File: src/rtl/lsu_bus_if.sv
// Memory request/response channel between the load/store unit and the data bus.
// The LSU drives the request half as master; the memory side answers as slave.
interface lsu_bus_if #(
  parameter int DATA_W = 32,
  parameter int ADDR_W = 32
);
  logic                  req_valid;
  logic                  req_ready;
  logic                  req_wen;
  logic [ADDR_W-1:0]     req_addr;
  logic [DATA_W-1:0]     req_wdata;
  logic [DATA_W/8-1:0]   req_wstrb;
  logic                  resp_valid;
  logic [DATA_W-1:0]     resp_rdata;
  logic                  resp_err;

  modport master (
    output req_valid, req_wen, req_addr, req_wdata, req_wstrb,
    input  req_ready, resp_valid, resp_rdata, resp_err
  );

  modport slave (
    input  req_valid, req_wen, req_addr, req_wdata, req_wstrb,
    output req_ready, resp_valid, resp_rdata, resp_err
  );
endinterface

File: src/rtl/lsu_bus.sv
// Handshaked load/store unit: one operation in flight, builds lane-aligned bus
// requests, extends load data and reports misalignment or bus errors to WBU.
module lsu_bus #(
  parameter int DATA_W = 32,
  parameter int ADDR_W = 32,
  parameter int SB_W   = 128
) (
  input  logic              clk,
  input  logic              rst,
  input  logic              valid_in_exu,
  output logic              ready_out_exu,
  input  logic              mem_ren,
  input  logic              mem_wen,
  input  logic [ADDR_W-1:0] addr,
  input  logic [DATA_W-1:0] wdata,
  input  logic [2:0]        func3,
  input  logic [SB_W-1:0]   sb_in,
  output logic              valid_out_wbu,
  input  logic              ready_in_wbu,
  output logic [DATA_W-1:0] rdata_out,
  output logic              fault_out,
  output logic [SB_W-1:0]   sb_out,
  lsu_bus_if.master         mem
);
  localparam int NB    = DATA_W / 8;
  localparam int OFF_W = $clog2(NB);

  typedef enum logic [1:0] {IDLE, REQ, WAIT_RESP, DONE} state_t;

  state_t state, state_nx;

  // Doubles only fit a 64-bit bus; on a 32-bit bus they always fault.
  function automatic logic is_misaligned(input logic [ADDR_W-1:0] a,
                                         input logic [1:0]        sz);
    logic [2:0] low;
    low = a[2:0];
    case (sz)
      2'd0:    return 1'b0;
      2'd1:    return low[0];
      2'd2:    return |low[1:0];
      default: return (DATA_W != 64) || (|low);
    endcase
  endfunction

  function automatic logic [NB-1:0] store_strb(input logic [1:0]       sz,
                                               input logic [OFF_W-1:0] off);
    logic [NB-1:0] m;
    case (sz)
      2'd0:    m = NB'(8'h01);
      2'd1:    m = NB'(8'h03);
      2'd2:    m = NB'(8'h0F);
      default: m = NB'(8'hFF);
    endcase
    return m << off;
  endfunction

  // Move the addressed lane to bit 0, then left-justify it so a signed
  // arithmetic shift back down performs the sign extension.
  function automatic logic [DATA_W-1:0] load_ext(input logic [DATA_W-1:0] word,
                                                 input logic [OFF_W-1:0]  off,
                                                 input logic [2:0]        f3);
    logic [DATA_W-1:0]        s;
    logic signed [DATA_W-1:0] t;
    int                       sh;
    s = word >> {off, 3'b000};
    case (f3[1:0])
      2'd0:    sh = DATA_W - 8;
      2'd1:    sh = DATA_W - 16;
      2'd2:    sh = DATA_W - 32;
      default: sh = 0;
    endcase
    t = s << sh;
    if (f3[2]) return unsigned'(t) >> sh;
    else       return unsigned'(t >>> sh);
  endfunction

  logic memop, mis;
  assign memop = mem_ren | mem_wen;
  assign mis   = is_misaligned(addr, func3[1:0]);

  always_ff @(posedge clk or negedge rst) begin
    if (!rst) state <= IDLE;
    else      state <= state_nx;
  end

  always_comb begin
    state_nx = state;
    case (state)
      IDLE:      if (valid_in_exu) state_nx = (memop && !mis) ? REQ : DONE;
      REQ:       if (mem.req_ready) state_nx = WAIT_RESP;
      WAIT_RESP: if (mem.resp_valid) state_nx = DONE;
      DONE:      if (ready_in_wbu) state_nx = IDLE;
      default:   state_nx = IDLE;
    endcase
  end

  assign ready_out_exu = (state == IDLE);
  assign valid_out_wbu = (state == DONE);
  assign mem.req_valid = (state == REQ);

  logic [OFF_W-1:0]  off_p0;
  logic [2:0]        f3_p0;
  logic              load_p0;
  logic              req_wen_p0;
  logic [ADDR_W-1:0] req_addr_p0;
  logic [DATA_W-1:0] req_wdata_p0;
  logic [NB-1:0]     req_wstrb_p0;
  logic [SB_W-1:0]   sb_p0;
  logic [DATA_W-1:0] rdata_p1;
  logic              fault_p1;

  // Accept stage: capture the operation and pre-build the bus request
  always_ff @(posedge clk or negedge rst) begin
    if (!rst) begin
      off_p0       <= '0;
      f3_p0        <= '0;
      load_p0      <= 1'b0;
      req_wen_p0   <= 1'b0;
      req_addr_p0  <= '0;
      req_wdata_p0 <= '0;
      req_wstrb_p0 <= '0;
      sb_p0        <= '0;
      rdata_p1     <= '0;
      fault_p1     <= 1'b0;
    end else if (state == IDLE && valid_in_exu) begin
      off_p0       <= addr[OFF_W-1:0];
      f3_p0        <= func3;
      load_p0      <= mem_ren & ~mem_wen;
      req_wen_p0   <= mem_wen;
      req_addr_p0  <= {addr[ADDR_W-1:OFF_W], OFF_W'(0)};
      req_wdata_p0 <= mem_wen ? (wdata << {addr[OFF_W-1:0], 3'b000}) : '0;
      req_wstrb_p0 <= mem_wen ? store_strb(func3[1:0], addr[OFF_W-1:0]) : '0;
      sb_p0        <= sb_in;
      rdata_p1     <= memop ? '0 : DATA_W'(addr);
      fault_p1     <= memop & mis;
    // Response stage: stores and errored loads report zero data
    end else if (state == WAIT_RESP && mem.resp_valid) begin
      fault_p1 <= mem.resp_err;
      rdata_p1 <= (load_p0 && !mem.resp_err) ? load_ext(mem.resp_rdata, off_p0, f3_p0) : '0;
    end
  end

  assign mem.req_wen   = req_wen_p0;
  assign mem.req_addr  = req_addr_p0;
  assign mem.req_wdata = req_wdata_p0;
  assign mem.req_wstrb = req_wstrb_p0;
  assign rdata_out     = rdata_p1;
  assign fault_out     = fault_p1;
  assign sb_out        = sb_p0;
endmodule

File: src/flat_wrapper.sv
// flat-port wrapper written by rule: the top's interface ports become plain ports
module lsu_bus_flat 
#(
  parameter int DATA_W = 32,
  parameter int ADDR_W = 32,
  parameter int SB_W   = 128
)
  (clk, rst, valid_in_exu, ready_out_exu, mem_ren, mem_wen, addr, wdata, func3, sb_in, valid_out_wbu, ready_in_wbu, rdata_out, fault_out, sb_out, mem_req_valid, mem_req_wen, mem_req_addr, mem_req_wdata, mem_req_wstrb, mem_req_ready, mem_resp_valid, mem_resp_rdata, mem_resp_err);
  lsu_bus_if #(.DATA_W(DATA_W), .ADDR_W(ADDR_W)) mem_i ();
  input  logic clk;
  input  logic rst;
  input  logic valid_in_exu;
  output logic ready_out_exu;
  input  logic mem_ren;
  input  logic mem_wen;
  input  logic [ADDR_W-1:0] addr;
  input  logic [DATA_W-1:0] wdata;
  input  logic [2:0] func3;
  input  logic [SB_W-1:0] sb_in;
  output logic valid_out_wbu;
  input  logic ready_in_wbu;
  output logic [DATA_W-1:0] rdata_out;
  output logic fault_out;
  output logic [SB_W-1:0] sb_out;
  output wire logic [$bits(mem_i.req_valid)-1:0] mem_req_valid;
  output wire logic [$bits(mem_i.req_wen)-1:0] mem_req_wen;
  output wire logic [$bits(mem_i.req_addr)-1:0] mem_req_addr;
  output wire logic [$bits(mem_i.req_wdata)-1:0] mem_req_wdata;
  output wire logic [$bits(mem_i.req_wstrb)-1:0] mem_req_wstrb;
  input wire logic [$bits(mem_i.req_ready)-1:0] mem_req_ready;
  input wire logic [$bits(mem_i.resp_valid)-1:0] mem_resp_valid;
  input wire logic [$bits(mem_i.resp_rdata)-1:0] mem_resp_rdata;
  input wire logic [$bits(mem_i.resp_err)-1:0] mem_resp_err;
  assign mem_req_valid = mem_i.req_valid;
  assign mem_req_wen = mem_i.req_wen;
  assign mem_req_addr = mem_i.req_addr;
  assign mem_req_wdata = mem_i.req_wdata;
  assign mem_req_wstrb = mem_i.req_wstrb;
  assign mem_i.req_ready = mem_req_ready;
  assign mem_i.resp_valid = mem_resp_valid;
  assign mem_i.resp_rdata = mem_resp_rdata;
  assign mem_i.resp_err = mem_resp_err;
  lsu_bus #(.DATA_W(DATA_W), .ADDR_W(ADDR_W), .SB_W(SB_W)) u_core (.clk(clk), .rst(rst), .valid_in_exu(valid_in_exu), .ready_out_exu(ready_out_exu), .mem_ren(mem_ren), .mem_wen(mem_wen), .addr(addr), .wdata(wdata), .func3(func3), .sb_in(sb_in), .valid_out_wbu(valid_out_wbu), .ready_in_wbu(ready_in_wbu), .rdata_out(rdata_out), .fault_out(fault_out), .sb_out(sb_out), .mem(mem_i));
endmodule
File: config.mk
export PLATFORM = sky130hd
export DESIGN_NAME = lsu_bus_flat
export DESIGN_NICKNAME = d
export VERILOG_FILES = /design/src/rtl/lsu_bus_if.sv /design/src/rtl/lsu_bus.sv /design/src/flat_wrapper.sv
export SDC_FILE = /design/constraint.sdc
export NUM_CORES = 1
export LEC_CHECK = 0
export CAP_MARGIN = 10
export CORE_MARGIN = 1
export CORE_UTILIZATION = 25
export DETAILED_ROUTE_END_ITERATION = 7
export GPL_TIMING_DRIVEN = 0
export PLACE_DENSITY = 0.52
export SYNTH_ARGS = -nofsm -noshare
export SYNTH_HDL_FRONTEND = slang
export SYNTH_SLANG_ARGS = --single-unit
export TNS_END_PERCENT = 100
File: constraint.sdc
create_clock -name clk -period 4 [get_ports clk]
set_input_delay 0.4 -clock clk [delete_from_list [all_inputs] [get_ports clk]]
set_output_delay 0.4 -clock clk [all_outputs]
set_load 0.02 [all_outputs]
==> reports/summary.txt <==
CP max FO: 10
Synth Instances: 1120
Root Buffer: clkbuf_16
I/O Pins: 469
Top cell type's share of synthesized area: 0.579
Rows: 73
Fraction of registers with async set/reset: 1.00
Synth area leaders: dfrtp_1 58%, nand2_1 19%, mux2i_1 4.3%, o21ai_0 2.2%, clkbuf_1 1.7%
Crit end category: register
Vias per Instance: 4.52
Die W: 204 µm
DR DRC count: 0
Core box area: 40000 µm²
Worst r2r src: u_core.state[1]
Crit path from: u_core.state[1]
Post-synth EDFFs: 0
All-layer global routing usage: 0.196
H-tree depth: 1
Worst reg-to-reg setup slack: 1.24 ns
Yosys cell types: 42
Final Setup Violations: 0
Initial core utilization: 0.255
Sequential cell area fraction in the yosys report: 0.579
Number of buffers added on ports: 465
Main synth FF type: dfrtp_1
Area growth syn-to-layout: 63.7%
Clk_lat worst skew: 0.56 ns
Die Area: 41600 µm²
First-pass GRT wire length: 62300 µm
Hold Slack: 0.334 ns
Reg2reg path depth: 10
Synth area leader: dfrtp_1
Worst Skew: 0.0214 ns
GPL Wtd Cong: 0.837
CP required: 4.50 ns
Mean Syn Cell Area: 9.10 µm²
Worst EP arrival: 3.26 ns
Final ANT Viol Nets: 0
Final hold vios: 0
Largest net degree at the start of global routing: 106
Inst Count DP: 2113
Via count: 9800
Final slew viol count: 0
Overall routed net length: 41700 µm
Wire per inst: 19.2 µm
Fin area: 16700 µm²
Vias in the first global route: 10048
RSZ-0062 raised after global routing: no
CTS tree: built
Worst Setup Start Kind: register
Antenna violations before repair: 2
Filler Cell Count: 4062
Worst setup path class: register to register
Placed inst area: 15600 µm²
Clk buf depth: 3
Hpwl dp: 31900 µm
Part of the cycle the worst path needs: 0.690
P per Cell Area: 805 nW/µm²
Final worst slack: 1.24 ns
Die height: 204 µm
Total CTS buffers: 30
Min-Delay Path Class: input port to asynchronous set/reset pin
Tmin final: 2.76 ns
Share of cells above drive strength 1: 0.0475
Nets: 1861
DR iter-0 viols: 565
Max VDD drop: 0.396 mV
Fmax: 362 MHz
Worst Tran Pin Value: 0.916 ns
Clock transition at path regs: 0.06 ns
Post-CTS Setup Inserts: 0
Max-cap viol count: 0
Slew HR: 0.387
Status: completed
Clock sinks: 236
Finished Layout Cells: 2169
Leakage Power: 0.00773 µW
Synth Cell Area: 10200 µm²
Total iterations of the first detailed-routing run: 5
Yosys reg bits: 236
Setup crit end: u_core.sb_out[108]
Worst r2r dst: u_core.sb_out[108]
Remaining global-route overflow: 0
Synth Warn #: 0
DP Worst Slack: 0.874 ns
==> worst min path at each step <==
stage / cells past startpoint / slack [ns] / endpoint
after floorplan: 0 / 0.10 / u_core.f3_p0[0]
after detailed placement: 1 / 0.34 / u_core.mem.req_addr[26]
after global placement: 2 / 0.46 / u_core.mem.req_wstrb[3]
final: 2 / 0.33 / u_core.mem.req_addr[26]
after CTS: 2 / 0.33 / u_core.mem.req_addr[26]
after global routing: 2 / 0.36 / u_core.mem.req_addr[26]
==> synthesized netlist by cell type (8+ instances only) <==
| master | n |
|---|---|
| a211o_1 | 10 |
| o22ai_1 | 19 |
| a32oi_1 | 9 |
| clkbuf_1 | 45 |
| a22o_1 | 17 |
| and3_1 | 9 |
| nor2_1 | 30 |
| buf_2 | 17 |
| nor2b_1 | 13 |
| nand2_1 | 523 |
| o21ai_0 | 45 |
| a2111oi_0 | 8 |
| mux2i_1 | 44 |
| nand3_1 | 8 |
| a211oi_1 | 8 |
| a21oi_1 | 18 |
| a32o_1 | 8 |
| buf_1 | 8 |
| dfrtp_1 | 236 |
==> flip-flops by register name, summed over array words and instances (netlist names) <==
| signal | cells |
|---|---|
| u_core.f3_p0 | 3 |
| u_core.fault_out | 1 |
| u_core.load_p0 | 1 |
| u_core.mem.req_addr | 30 |
| u_core.mem.req_wdata | 32 |
| u_core.mem.req_wen | 1 |
| u_core.mem.req_wstrb | 4 |
| u_core.off_p0 | 2 |
| u_core.rdata_out | 32 |
| u_core.sb_out | 128 |
| u_core.state | 2 |
==> critical path, cell delays in order, from the launching register on <==
cell and delay (ns):
dfrtp_1 0.42, inv_1 0.10, ha_1 0.16, buf_2 0.17
and2_1 0.14, clkbuf_1 0.18, buf_2 0.38, clkbuf_1 0.53
buf_2 0.39, nand2_1 0.15, nand2_1 0.08
==> layout make-up <==
class | instances | area [µm²] | area share
multi-input cells | 806 | 3970 | 0.238
plain buffers | 72 | 299 | 0.0179
clock buffers | 42 | 867 | 0.0520
clock inverters | 12 | 238 | 0.0142
flip-flops and latches | 236 | 5910 | 0.354
well taps | 525 | 657 | 0.0394
inverters | 7 | 26.3 | 0.00157
repair buffers | 468 | 4720 | 0.283
diodes | 1 | 2.50 | 0.000150
==> metrics by stage <==
stage | setup TNS [ns] | total power (µW) | util
final | 0 | 13400 | 0.417
after global routing | 0 | 14300 | 0.417
after global placement | -1990.49 | 10400 | 0.388
after detailed placement | 0 | 10500 | 0.389
after floorplan | 0 | 7180 | -
after CTS | 0 | 13600 | 0.417
==> layer usage <==
layer	vias to the layer above	GRT usage	share of wire	wire (µm)
li1	4703	-	-	-
met1	4685	0.248	0.42	17700
met2	361	0.332	0.48	20000
met3	49	0.0497	0.078	3240
met4	2	0.0514	0.020	817
met5	-	0	0.00026	11
==> repair_timing <==
| action | in CTS | in global routing |
|---|---|---|
| endpoints found under the hold margin | 43 | 0 |
| gates resized for setup | 0 | 0 |
| hold buffers | 1 | 0 |
==> layout by cell type, fill, tap and decap left out, drive strengths merged, types with 9 or more instances in the layout <==
master and n:
nor2 32, o22ai 19, dfrtp 236, a32oi 9, a211o 10, a21oi 18
mux2i 44, a22o 17, buf 30, clkbuf 87, clkdlybuf4s50 464, nor2b 13
o21ai 46, nand2 523, and3 9
==> kinds of logic after synthesis <==
family	share of synthesized area
adders and majority gates	0.00491
and+or+nand+nor	0.228
AOI/OAI and AO/OA	0.109
buffers and inverters	0.0319
DFF	0.579
muxes	0.0465
other	0.000368
==> power by group <==
group	internal [µW]	total [µW]	switching [µW]
Sequential	3450	4040	595
Clock	1950	3030	1080
Combinational	2780	6360	3580
Total	8180	13400	5250
No activity file was read; power rests on OpenSTA's default activity.
